==> config.mk <==
export PLATFORM = sky130hd
export DESIGN_NAME = ace_ccu_snoop_resp
export DESIGN_NICKNAME = d
export VERILOG_FILES = /design/src/rtl/ace_ccu_snoop_resp.sv
export SDC_FILE = /design/constraint.sdc
export NUM_CORES = 1
export LEC_CHECK = 0
export BUFFER_PORTS_ARGS = -buffer_cell sky130_fd_sc_hd__buf_2
export CELL_PAD_IN_SITES_DETAIL_PLACEMENT = 1
export CELL_PAD_IN_SITES_GLOBAL_PLACEMENT = 1
export CORE_UTILIZATION = 45
export CTS_CLUSTER_DIAMETER = 60
export CTS_CLUSTER_SIZE = 16
export DETAILED_ROUTE_END_ITERATION = 10
export PLACE_DENSITY = 0.81
export SYNTH_ARGS = -nofsm -noshare
export SYNTH_HDL_FRONTEND = slang
export SYNTH_SLANG_ARGS = --single-unit
==> constraint.sdc <==
create_clock -name clk_i -period 7.1 [get_ports clk_i]
set_input_delay 1.42 -clock clk_i [delete_from_list [all_inputs] [get_ports clk_i]]
set_output_delay 1.42 -clock clk_i [all_outputs]
set_load 0.02 [all_outputs]
==> src/rtl/ace_ccu_snoop_resp.sv <==
// ---------------------------------------------------------------------------
// ace_ccu_snoop_resp
//
// Collects snoop (CR) responses for snoops issued by the snoop request stage
// and returns one merged CR response per snoop to the issuing initiator.
//
// Every issued snoop arrives as a control token {sel, idx}:
//   sel : set of snooped ports that owe one CR beat for this snoop
//   idx : initiator that receives the merged response
// Tokens are queued in a small FIFO and completed strictly in order. The head
// token collects one beat from every port in sel (OR-merging the responses),
// then presents the merged response to initiator idx until it is accepted.
//
// Ports
//   clk_i, rst_ni             clock, asynchronous active-low reset
//   ctrl_valid_i/ready_o/ctrl_i  control token handshake, ctrl_i = {sel, idx}
//   cr_valids_i/readies_o/resps_i  CR beats from the NumOup snooped ports
//   cr_valids_o/readies_i     merged CR handshake, one-hot towards initiator idx
//   cr_resp_o                 merged CRRESP, shared by all initiators
//                             [0] DataTransfer [1] Error [2] PassDirty
//                             [3] IsShared     [4] WasUnique
// ---------------------------------------------------------------------------
module ace_ccu_snoop_resp #(
    parameter int unsigned NumInp    = 2,
    parameter int unsigned NumOup    = 1,
    parameter int unsigned CtrlDepth = 4
) (
    input  logic                                    clk_i,
    input  logic                                    rst_ni,
    input  logic                                    ctrl_valid_i,
    output logic                                    ctrl_ready_o,
    input  logic [NumOup+$clog2(NumInp)-1:0]        ctrl_i,
    input  logic [NumOup-1:0]                       cr_valids_i,
    output logic [NumOup-1:0]                       cr_readies_o,
    input  logic [NumOup-1:0][4:0]                  cr_resps_i,
    output logic [NumInp-1:0]                       cr_valids_o,
    input  logic [NumInp-1:0]                       cr_readies_i,
    output logic [4:0]                              cr_resp_o
);
    localparam int unsigned IdxW  = $clog2(NumInp);
    localparam int unsigned CtrlW = NumOup + IdxW;
    localparam int unsigned PtrW  = (CtrlDepth > 1) ? $clog2(CtrlDepth) : 1;
    localparam int unsigned CntW  = $clog2(CtrlDepth + 1);

    typedef enum logic {COLLECT, RESP} state_e;

    // OR of the responses of every port that hands over a beat this cycle.
    function automatic logic [4:0] merge_resps(input logic [NumOup-1:0]      take,
                                               input logic [NumOup-1:0][4:0] resps);
        logic [4:0] merged;
        merged = '0;
        for (int j = 0; j < NumOup; j++) begin
            if (take[j]) merged = merged | resps[j];
        end
        return merged;
    endfunction

    function automatic logic [PtrW-1:0] ptr_inc(input logic [PtrW-1:0] ptr);
        if (ptr == PtrW'(CtrlDepth - 1)) return '0;
        return ptr + PtrW'(1);
    endfunction

    logic [CtrlW-1:0]  fifo_mem_q [CtrlDepth];
    logic [PtrW-1:0]   wr_ptr_q, wr_ptr_d;
    logic [PtrW-1:0]   rd_ptr_q, rd_ptr_d;
    logic [CntW-1:0]   count_q,  count_d;
    state_e            state_q,  state_d;
    logic [NumOup-1:0] rcvd_q,   rcvd_d;
    logic [4:0]        acc_q,    acc_d;

    logic              push, pop, full, head_vld;
    logic [CtrlW-1:0]  head;
    logic [NumOup-1:0] head_sel, hs;
    logic [IdxW-1:0]   head_idx;
    logic [NumInp-1:0] idx_onehot;

    assign full         = (count_q == CntW'(CtrlDepth));
    // Held low while in reset so nothing is taken before the block is live.
    assign ctrl_ready_o = rst_ni & ~full;
    assign push         = ctrl_valid_i & ctrl_ready_o;
    assign head_vld     = (count_q != '0);
    assign head         = fifo_mem_q[rd_ptr_q];
    assign head_sel     = head[IdxW +: NumOup];
    assign head_idx     = head[IdxW-1:0];
    assign idx_onehot   = NumInp'(1) << head_idx;

    always_comb begin
        state_d      = state_q;
        rcvd_d       = rcvd_q;
        acc_d        = acc_q;
        pop          = 1'b0;
        hs           = '0;
        cr_readies_o = '0;
        cr_valids_o  = '0;
        cr_resp_o    = '0;
        if (head_vld) begin
            case (state_q)
                COLLECT: begin
                    // The head owns the next beat on each selected port; ports
                    // already heard from stay stalled for the following token.
                    cr_readies_o = head_sel & ~rcvd_q;
                    hs           = cr_readies_o & cr_valids_i;
                    rcvd_d       = rcvd_q | hs;
                    acc_d        = acc_q | merge_resps(hs, cr_resps_i);
                    // An empty sel is trivially covered on its first head cycle.
                    if ((rcvd_d & head_sel) == head_sel) state_d = RESP;
                end
                RESP: begin
                    cr_valids_o = idx_onehot;
                    cr_resp_o   = acc_q;
                    if ((cr_readies_i & idx_onehot) != '0) begin
                        pop     = 1'b1;
                        rcvd_d  = '0;
                        acc_d   = '0;
                        state_d = COLLECT;
                    end
                end
                default: state_d = COLLECT;
            endcase
        end
    end

    always_comb begin
        wr_ptr_d = push ? ptr_inc(wr_ptr_q) : wr_ptr_q;
        rd_ptr_d = pop  ? ptr_inc(rd_ptr_q) : rd_ptr_q;
        count_d  = count_q;
        case ({push, pop})
            2'b10:   count_d = count_q + CntW'(1);
            2'b01:   count_d = count_q - CntW'(1);
            default: count_d = count_q;
        endcase
    end

    always_ff @(posedge clk_i or negedge rst_ni) begin
        if (!rst_ni) begin
            wr_ptr_q <= '0;
            rd_ptr_q <= '0;
            count_q  <= '0;
            state_q  <= COLLECT;
            rcvd_q   <= '0;
            acc_q    <= '0;
        end else begin
            wr_ptr_q <= wr_ptr_d;
            rd_ptr_q <= rd_ptr_d;
            count_q  <= count_d;
            state_q  <= state_d;
            rcvd_q   <= rcvd_d;
            acc_q    <= acc_d;
        end
    end

    // Token storage carries no reset: validity is tracked by count_q alone.
    always_ff @(posedge clk_i) begin
        if (push) fifo_mem_q[wr_ptr_q] <= ctrl_i;
    end

endmodule

==> results of run 1 <==
==> state kept, by name, indices dropped and copies added (netlist names) <==
name,flops
acc_q,5
count_q,3
fifo_mem_q,8
rcvd_q,1
rd_ptr_q,2
state_q,1
wr_ptr_q,2
==> cells in the mapped netlist, types with 2 or more instances <==
| library cell | n | share of area |
|---|---|---|
| xor2_1 | 2 | 0.015 |
| mux2_4 | 2 | 0.026 |
| nand2_1 | 3 | 0.0097 |
| a21oi_1 | 2 | 0.0086 |
| nor3b_1 | 2 | 0.013 |
| edfxtp_1 | 8 | 0.21 |
| a211oi_1 | 5 | 0.032 |
| mux2i_1 | 3 | 0.026 |
| inv_1 | 13 | 0.042 |
| nand3b_1 | 2 | 0.013 |
| mux2_2 | 3 | 0.029 |
| nor2_1 | 16 | 0.052 |
| and3_1 | 5 | 0.027 |
| ha_1 | 6 | 0.065 |
| dfrtp_1 | 14 | 0.30 |
==> how the worst min path moves through the flow <==
stage | startpoint | end | slack, ns
final | count_q[0]$_DFFE_PN0P_ | count_q[0]$_DFFE_PN0P_ | 0.51
after global placement | count_q[2]$_DFFE_PN0P_ | count_q[2]$_DFFE_PN0P_ | 0.48
after global routing | count_q[2]$_DFFE_PN0P_ | count_q[2]$_DFFE_PN0P_ | 0.54
after floorplan | count_q[2]$_DFFE_PN0P_ | count_q[2]$_DFFE_PN0P_ | 0.46
after detailed placement | count_q[2]$_DFFE_PN0P_ | count_q[2]$_DFFE_PN0P_ | 0.50
after CTS | count_q[2]$_DFFE_PN0P_ | count_q[2]$_DFFE_PN0P_ | 0.52
==> per-layer routing <==
layer  track usage  wire length, um
met1         0.228              917
met2         0.323             1220
met3        0.0374               55
met4        0.0965               48
met5             0                0
==> kinds of logic (layout without fill, tap and decap cells) <==
family / Yosys count / after routing / share of synthesized area
and+or+nand+nor: 34 / 34 / 0.152
DFF: 22 / 22 / 0.508
buffers and inverters: 14 / 38 / 0.0516
muxes: 11 / 11 / 0.134
AOI/OAI and AO/OA: 9 / 9 / 0.0505
adders and majority gates: 7 / 7 / 0.0817
xor gates and xnor gates: 3 / 3 / 0.0226
==> layout make-up <==
class / instances / area (sq um)
clock buffer: 4 / 26.3
fill: 293 / 1130
inverter: 13 / 48.8
multi-input combinational: 64 / 513
sequential: 22 / 591
tap: 30 / 37.5
timing repair buffer: 21 / 105
==> power by group <==
group          switching, mW  total [mW]  leakage [nW]  internal [mW]
clock network         0.0351      0.0571        0.0150         0.0219
logic                  0.140       0.255         0.355          0.116
registers             0.0407       0.213         0.248          0.172
==> stage by stage <==
step	power, mW	setup WS, ns
finish	0.526	3.29
global route	0.572	3.15
CTS	0.535	3.26
detailed placement	0.477	3.26
global placement	0.456	3.32
floorplan	0.407	3.75
==> metrics.md, run 1 <==
| Metric | Value |
|---|---|
| Crit path arrival time | 2.39 ns |
| Synth Warn # | 0 |
| Placed cell areas | 0.00129 sq mm |
| Tcrit/Tclk final | 0.537 |
| Final HPWL from detailed placement | 1820 um |
| Vias | 813 |
| Final WL | 2240 um |
| Total GRT Usage | 0.191 |
| Starting Density | 0.474 |
| Max IR drop VDD | 0.000264 V |
| Max_slew headroom | 0.727 |
| Cts repair resizes | 0 |
| Mapped Nets | 120 |
| Cell count after placement | 150 |
| Chip Width | 52.9 um |
| Distinct cells, synth | 29 |
| Non-Filler Instances | 154 |
| Setup total negative slack | 0 ns |
| Worst hold path depth | 1 |
| Crit end category | output pin |
| Largest stage delay on the critical path | 0.35 ns |
| LEAKAGE | 0.617 nW |
| Layout cells sized above 1 | 0.266 |
| CP bufs+invs | 3 |
| Root Driver | clkbuf_4 |
| Final hold slack | 0.512 ns |
| Max Fclk | 262 MHz |
| H-tree Lvls | 1 |
| Req. time, crit path | 5.68 ns |
| Final slew viol count | 0 |
| Status | finished clean |
| GPL Wtd Cong | 0.732 |
| I/O pin cnt | 22 |
| R2r worst-path depth | 9 |
| PD cells | 398 mW/mm^2 |
| Hold buffer count at CTS | 0 |
| # rows | 18 |
| Top_reg_cell synth | dfrtp_1 |
| Core area | 0.00245 sq mm |
| Worst-margin pin slew | 0.407 ns |
| Syn avg cell area | 11.6 sq um |
| Worst-path fanout max | 15 |
| Drt pass-1 iters | 2 |
| Die ar. | 0.00279 sq mm |
| Setup Fix Bufs, Post-CTS | 0 |
| Die Y | 52.9 um |
| Final ANT Viol Nets | 0 |
| Cell count after synthesis | 100 |
| Post-synth ARST share | 0.636 |
| Critical path class | input pin to output pin |
| Area growth syn-to-layout | 13.5% |
| Sequential share of the synthesized area | 0.508 |
| Fin util | 0.538 |
| Crit Reg-Reg Startpoint | rd_ptr_q[0]$_DFFE_PN0P_ |
| Fin crit period | 3.81 ns |
| FF-to-FF End | count_q[2]$_DFFE_PN0P_ |
| CTS buffer count | 3 |
| Hold Path Class | flop to flop |
| R2R Setup Slk | 4.30 ns |
| Number of global-route vias before repair | 812 |
| CP max-delay cell | a31oi_1 |
| Insertion delay to the later sink of the worst-skew pair | 0.30 ns |
| Setup crit end | ctrl_ready_o |
| # nets final | 145 |
| Largest delay contributor family on the critical path | buffers and inverters |
| TritonCTS Sinks | 22 |
| Clk buf depth | 2 |
| # setup viols final | 0 |
| Largest net degree at the start of global routing | 16 |
| Cell breakdown of the critical path | buf_2 > inv_1 > a31oi_1 > buf_2 |
| Initial DRC count | 3 |
| Most frequent cells in the layout | buf_2, nor2_1, dfrtp_1 |
| Worst path depth | 4 |
| Vias per cell | 5.28 |
| CTS tree | built |
| Final instance area | 0.00132 sq mm |
| CP startpoint | rst_ni |
| EDFF count, synth | 8 |
| # diodes | 0 |
| Initial antenna violation count | 0 |
| Wirelength per Cell | 14.5 um |
| Gr ovfl total | 0 |
| First-pass GRT wire length | 3720 um |
| Post-Syn Area | 0.00116 sq mm |
| Hold Violations, Final | 0 |
| Max Cap Viol | 0 |
| Port Buf Inserts | 21 |
| Final Skew | 0.00861 ns |
| Commonest non-fill, non-tap cell in the layout | buf_2 |
| Most common cell on crit path | buf_2 |
| Clock transition at path regs | 0.12 ns |
| Residual DRC | 0 |
| FF+latch count, synth | 22 |
| RSZ-0062 raised after global routing | false |
| Worst setup SP type | input pin |
(Power assumes the default switching activity.)
==> run 2: changes to the inputs <==
Settings changed: CORE_UTILIZATION 45 to 38, PLACE_DENSITY 0.81 to 0.73.
Clock period 7.1 ns to 3.4 ns, I/O delays scaled along.
==> run 2 against run 1 <==
The run now ends with design-rule violations left. Global-route usage is 2.9 points lower. Wire length grew 2.9%. Largest power group unchanged. Total power is 110% higher. Critical endpoint is now count_q[2]$_DFFE_PN0P_. Critical path depth is 5 higher. Clock-buffer cell count is the same. Sequential power grew 110%. Largest cell class unchanged. Critical path type is now flop to flop. Core utilization is 6.8 points lower. Flip-flop and latch count is the same.
==> metrics.md, run 2 (synthesized netlist as in run 1, its figures left out) <==
| Metric | Value |
|---|---|
| Status | complete, but fails checks |
| Failing checks | design-rule violations |
| Max reg flops | 8 |
| Fin util | 0.470 |
| Chip Width | 57.3 um |
| Gr ovfl total | 0 |
| Setup total negative slack | 0 ns |
| Wirelength per Cell | 14.8 um |
| Worst-path fanout max | 10 |
| Cts repair resizes | 0 |
| First-pass GRT wire length | 3900 um |
| Residual DRC | 2 |
| Crit path arrival time | 3.06 ns |
| Largest net degree at the start of global routing | 15 |
| I/O pin cnt | 22 |
| Reg area | 591 sq um |
| # nets final | 146 |
| Worst-margin pin slew | 0.374 ns |
| Layout cells sized above 1 | 0.272 |
| Die Y | 57.3 um |
| H-tree Lvls | 1 |
| Total GRT Usage | 0.161 |
| Insertion delay to the later sink of the worst-skew pair | 0.31 ns |
| Setup Fix Bufs, Post-CTS | 0 |
| Final Power | 1.11 mW |
| Fillers | 315 |
| Most common cell on crit path | xor2_1 |
| CP max-delay cell | mux4_2 |
| Critical path class | flop to flop |
| Area growth syn-to-layout | 14.3% |
| Final hold slack | 0.325 ns |
| CTS buffer count | 3 |
| Req. time, crit path | 3.64 ns |
| Fin worst setup slack | 0.577 ns |
| Vias | 813 |
| Cell breakdown of the critical path | mux4_2 > mux2i_2 > nor2_4 > ha_1 > inv_1 > fa_1 > xor2_1 > nor2_1 > xor2_1 |
| Number of global-route vias before repair | 893 |
| Max Cap Viol | 0 |
| Initial DRC count | 16 |
| Commonest non-fill, non-tap cell in the layout | buf_2 |
| # rows | 19 |
| Hold Violations, Final | 0 |
| Final WL | 2300 um |
| Hold buffer count at CTS | 0 |
| RSZ-0062 raised after global routing | false |
| Final HPWL from detailed placement | 1840 um |
| Root Driver | clkbuf_4 |
| Largest regs | fifo_mem_q (8), acc_q (5), count_q (3) |
| Port Buf Inserts | 21 |
| GPL Wtd Cong | 0.734 |
| TritonCTS Sinks | 22 |
| Final instance area | 0.00133 sq mm |
| Fin crit period | 2.82 ns |
| Final Skew | 0.00808 ns |
| Multi-input gate area | 513 sq um |
| Max Fclk | 354 MHz |
| Cell count after placement | 152 |
| Max IR drop VDD | 0.000385 V |
| Vias per cell | 5.21 |
| Crit end category | flop |
| CP bufs+invs | 1 |
| Biggest register | fifo_mem_q |
| Non-Filler Instances | 156 |
| Tcrit/Tclk final | 0.830 |
| LEAKAGE | 0.622 nW |
| Die ar. | 0.00329 sq mm |
| CTS tree | built |
| # setup viols final | 0 |
| Placed cell areas | 0.00130 sq mm |
| Clk buf depth | 2 |
| Largest stage delay on the critical path | 0.60 ns |
| PD cells | 833 mW/mm^2 |
| Largest delay contributor family on the critical path | multiplexers |
| Initial antenna violation count | 0 |
| # diodes | 0 |
| Clock transition at path regs | 0.12 ns |
| Drt pass-1 iters | 6 |
| Most frequent cells in the layout | buf_2, nor2_1, dfrtp_1 |
| Worst setup SP type | flop |
| Hold Path Class | input pin to async pin |
| Max_slew headroom | 0.749 |
| Final ANT Viol Nets | 0 |
| Starting Density | 0.411 |
| Final slew viol count | 0 |
| Pre-CTS setup slack | 0.600 ns |
| Core area | 0.00283 sq mm |
run 2: changes by cell type in the layout (fill, tap and decap cells not counted):
cell,before,now
buf_4,0,1
run 2: worst paths after layout:
kind	startpoint	to	slack [ns]	depth (start not counted)
min in group clk_i	count_q[0]$_DFFE_PN0P_	count_q[0]$_DFFE_PN0P_	0.50	1
max reg2reg	rd_ptr_q[0]$_DFFE_PN0P_	count_q[2]$_DFFE_PN0P_	0.58	9
min reg2reg	count_q[0]$_DFFE_PN0P_	count_q[0]$_DFFE_PN0P_	0.50	1
min	rst_ni	rd_ptr_q[1]$_DFFE_PN0P_	0.33	2
max	rd_ptr_q[0]$_DFFE_PN0P_	count_q[2]$_DFFE_PN0P_	0.58	9
max in group asynchronous	rst_ni	count_q[0]$_DFFE_PN0P_	2.90	2
run 2: routing by layer:
| layer | GRT usage | share of wire |
|---|---|---|
| met5 | 0 | 0 |
| met4 | 0.0836 | 0.026 |
| met3 | 0.0227 | 0.030 |
| met2 | 0.294 | 0.51 |
| met1 | 0.182 | 0.43 |
run 2: layout make-up:
class,instances,area share
Sequential cell,22,0.444
Multi-Input combinational cell,64,0.386
Timing Repair Buffer,22,0.0847
Inverter,13,0.0367
Tap cell,31,0.0292
Clock buffer,4,0.0198
run 2: report_power, final:
part,leakage [nW],switching (mW),internal (mW)
logic,0.359,0.294,0.244
clock network,0.0150,0.0777,0.0459
registers,0.248,0.0872,0.360
total,0.622,0.459,0.650
==> run 3: changes to the inputs <==
Settings changed: CORE_UTILIZATION 38 to 42, PLACE_DENSITY 0.73 to 0.77.
Clock period 3.4 ns to 2.9 ns, I/O delays scaled along.
==> run 3 against run 2 <==
The run now ends clean. Highest routed layer unchanged. Global-route usage up 2.4 points. Sequential power up 17%. Flip-flop and latch count unchanged. First-iteration DRC count down 25%. Sequential share of layout area down 0.21 points. Fmax up 10%. Combinational power up 19%. Largest cell class unchanged. Clock power up 11%. Non-clock buffer count up 1. Critical path depth unchanged.
==> metrics.md, run 3 (synthesized netlist as in run 1, its figures left out) <==
| Metric | Value |
|---|---|
| Status | finished clean |
| # rows | 18 |
| Root Driver | clkbuf_4 |
| Clock transition at path regs | 0.11 ns |
| # nets final | 147 |
| Final WL | 2360 um |
| Req. time, crit path | 3.12 ns |
| Insertion delay to the later sink of the worst-skew pair | 0.29 ns |
| Cell count after placement | 152 |
| Final Skew | 0.00316 ns |
| GPL Wtd Cong | 0.808 |
| Hold Path Class | input pin to async pin |
| Hold buffer count at CTS | 0 |
| Setup Fix Bufs, Post-CTS | 0 |
| Crit path arrival time | 2.79 ns |
| Max Cap Viol | 0 |
| Residual DRC | 0 |
| Tcrit/Tclk final | 0.885 |
| LEAKAGE | 0.627 nW |
| PD cells | 973 mW/mm^2 |
| CTS buffer count | 3 |
| Worst setup SP type | flop |
| First-pass GRT wire length | 3770 um |
| Max IR drop VDD | 0.000582 V |
| Biggest register | fifo_mem_q |
| Final HPWL from detailed placement | 1920 um |
| Worst-path fanout max | 9 |
| Drt pass-1 iters | 4 |
| Final ANT Viol Nets | 0 |
| Total GRT Usage | 0.185 |
| Max_slew headroom | 0.730 |
| Vias | 805 |
| Non-Filler Instances | 156 |
| Die Y | 54.6 um |
| # diodes | 0 |
| Fillers | 287 |
| Commonest non-fill, non-tap cell in the layout | buf_2 |
| Final hold slack | 0.248 ns |
| Most frequent cells in the layout | buf_2, nor2_1, dfrtp_1 |
| Chip Width | 54.6 um |
| Gr ovfl total | 0 |
| Starting Density | 0.457 |
| Wirelength per Cell | 15.1 um |
| RSZ-0062 raised after global routing | false |
| Vias per cell | 5.16 |
| TritonCTS Sinks | 22 |
| Port Buf Inserts | 21 |
| Setup total negative slack | 0 ns |
| Clk buf depth | 2 |
| Max reg flops | 8 |
| Hold Violations, Final | 0 |
| Core area | 0.00254 sq mm |
| Max Fclk | 390 MHz |
| # setup viols final | 0 |
| Initial antenna violation count | 0 |
| Area growth syn-to-layout | 14.8% |
| Initial DRC count | 12 |
| I/O pin cnt | 22 |
| Crit end category | flop |
| CTS tree | built |
| Fin crit period | 2.57 ns |
| Final slew viol count | 0 |
| Worst-margin pin slew | 0.403 ns |
| Largest net degree at the start of global routing | 15 |
| Cts repair resizes | 0 |
| Number of global-route vias before repair | 852 |
| Die ar. | 0.00298 sq mm |
| Layout cells sized above 1 | 0.278 |
| Critical path class | flop to flop |
| H-tree Lvls | 1 |
| Largest regs | fifo_mem_q (8), acc_q (5), count_q (3) |
-- run 3: changes by cell type in the layout (fill, tap and decap cells not counted), sizes merged --
cell	before	now
buf	22	23
-- run 3: report_power, final --
group / internal, mW / switching, mW / total, mW
Sequential: 0.422 / 0.102 / 0.524
Clock: 0.0534 / 0.0841 / 0.138
Combinational: 0.293 / 0.345 / 0.639
Total: 0.769 / 0.531 / 1.30
-- run 3: final cells by class --
type / instances / area, sq um / share of cell area
multi-input cells: 64 / 513 / 0.384
repair buffers: 23 / 120 / 0.0899
well taps: 30 / 37.5 / 0.0281
clock buffers: 4 / 26.3 / 0.0197
inverters: 13 / 48.8 / 0.0365
flip-flops and latches: 22 / 591 / 0.442
-- run 3: path summary, 6_finish.rpt --
check                                              from                         end  slack (ns)  cells past startpoint
min in group clk_i                            ctrl_i[1]  fifo_mem_q[1][1]$_DFFE_PP_        0.49                      1
worst min register to register   count_q[0]$_DFFE_PN0P_      count_q[0]$_DFFE_PN0P_        0.51                      1
max in group asynchronous                        rst_ni     wr_ptr_q[1]$_DFFE_PN0P_        2.48                      2
worst max register to register  rd_ptr_q[0]$_DFFE_PN0P_      count_q[2]$_DFFE_PN0P_        0.33                      9
worst max-delay path            rd_ptr_q[0]$_DFFE_PN0P_      count_q[2]$_DFFE_PN0P_        0.33                      9
worst min-delay path                             rst_ni        acc_q[2]$_DFFE_PN0P_        0.25                      2
-- run 3: layer usage --
metal,share of wire,vias to the layer above,GRT usage
met4,0.0064,0,0.0513
li1,-,394,-
met3,0.028,2,0.0250
met2,0.51,14,0.319
met1,0.45,395,0.239
met5,0,-,0
-- run 3: worst max-delay path: stages (launching register included) --
cell and delay [ns]:
dfrtp_1 0.54, mux4_2 0.60, mux2i_2 0.20, nor2_4 0.10, ha_1 0.20, inv_1 0.07, fa_1 0.37, xor2_1 0.15
nor2_1 0.11, xor2_1 0.16
-- run 3: metrics by stage --
stage                     worst slack [ns]  power, mW  utilization  instance area [sq um]
after detailed placement             0.357       1.18        0.515                   1310
after CTS                            0.318       1.32        0.525                   1340
after floorplan                      0.444      0.997            -                   1160
after global placement               0.466       1.14        0.515                   1310
after global routing                 0.206       1.42        0.525                   1340
final                                0.333       1.30        0.525                   1340
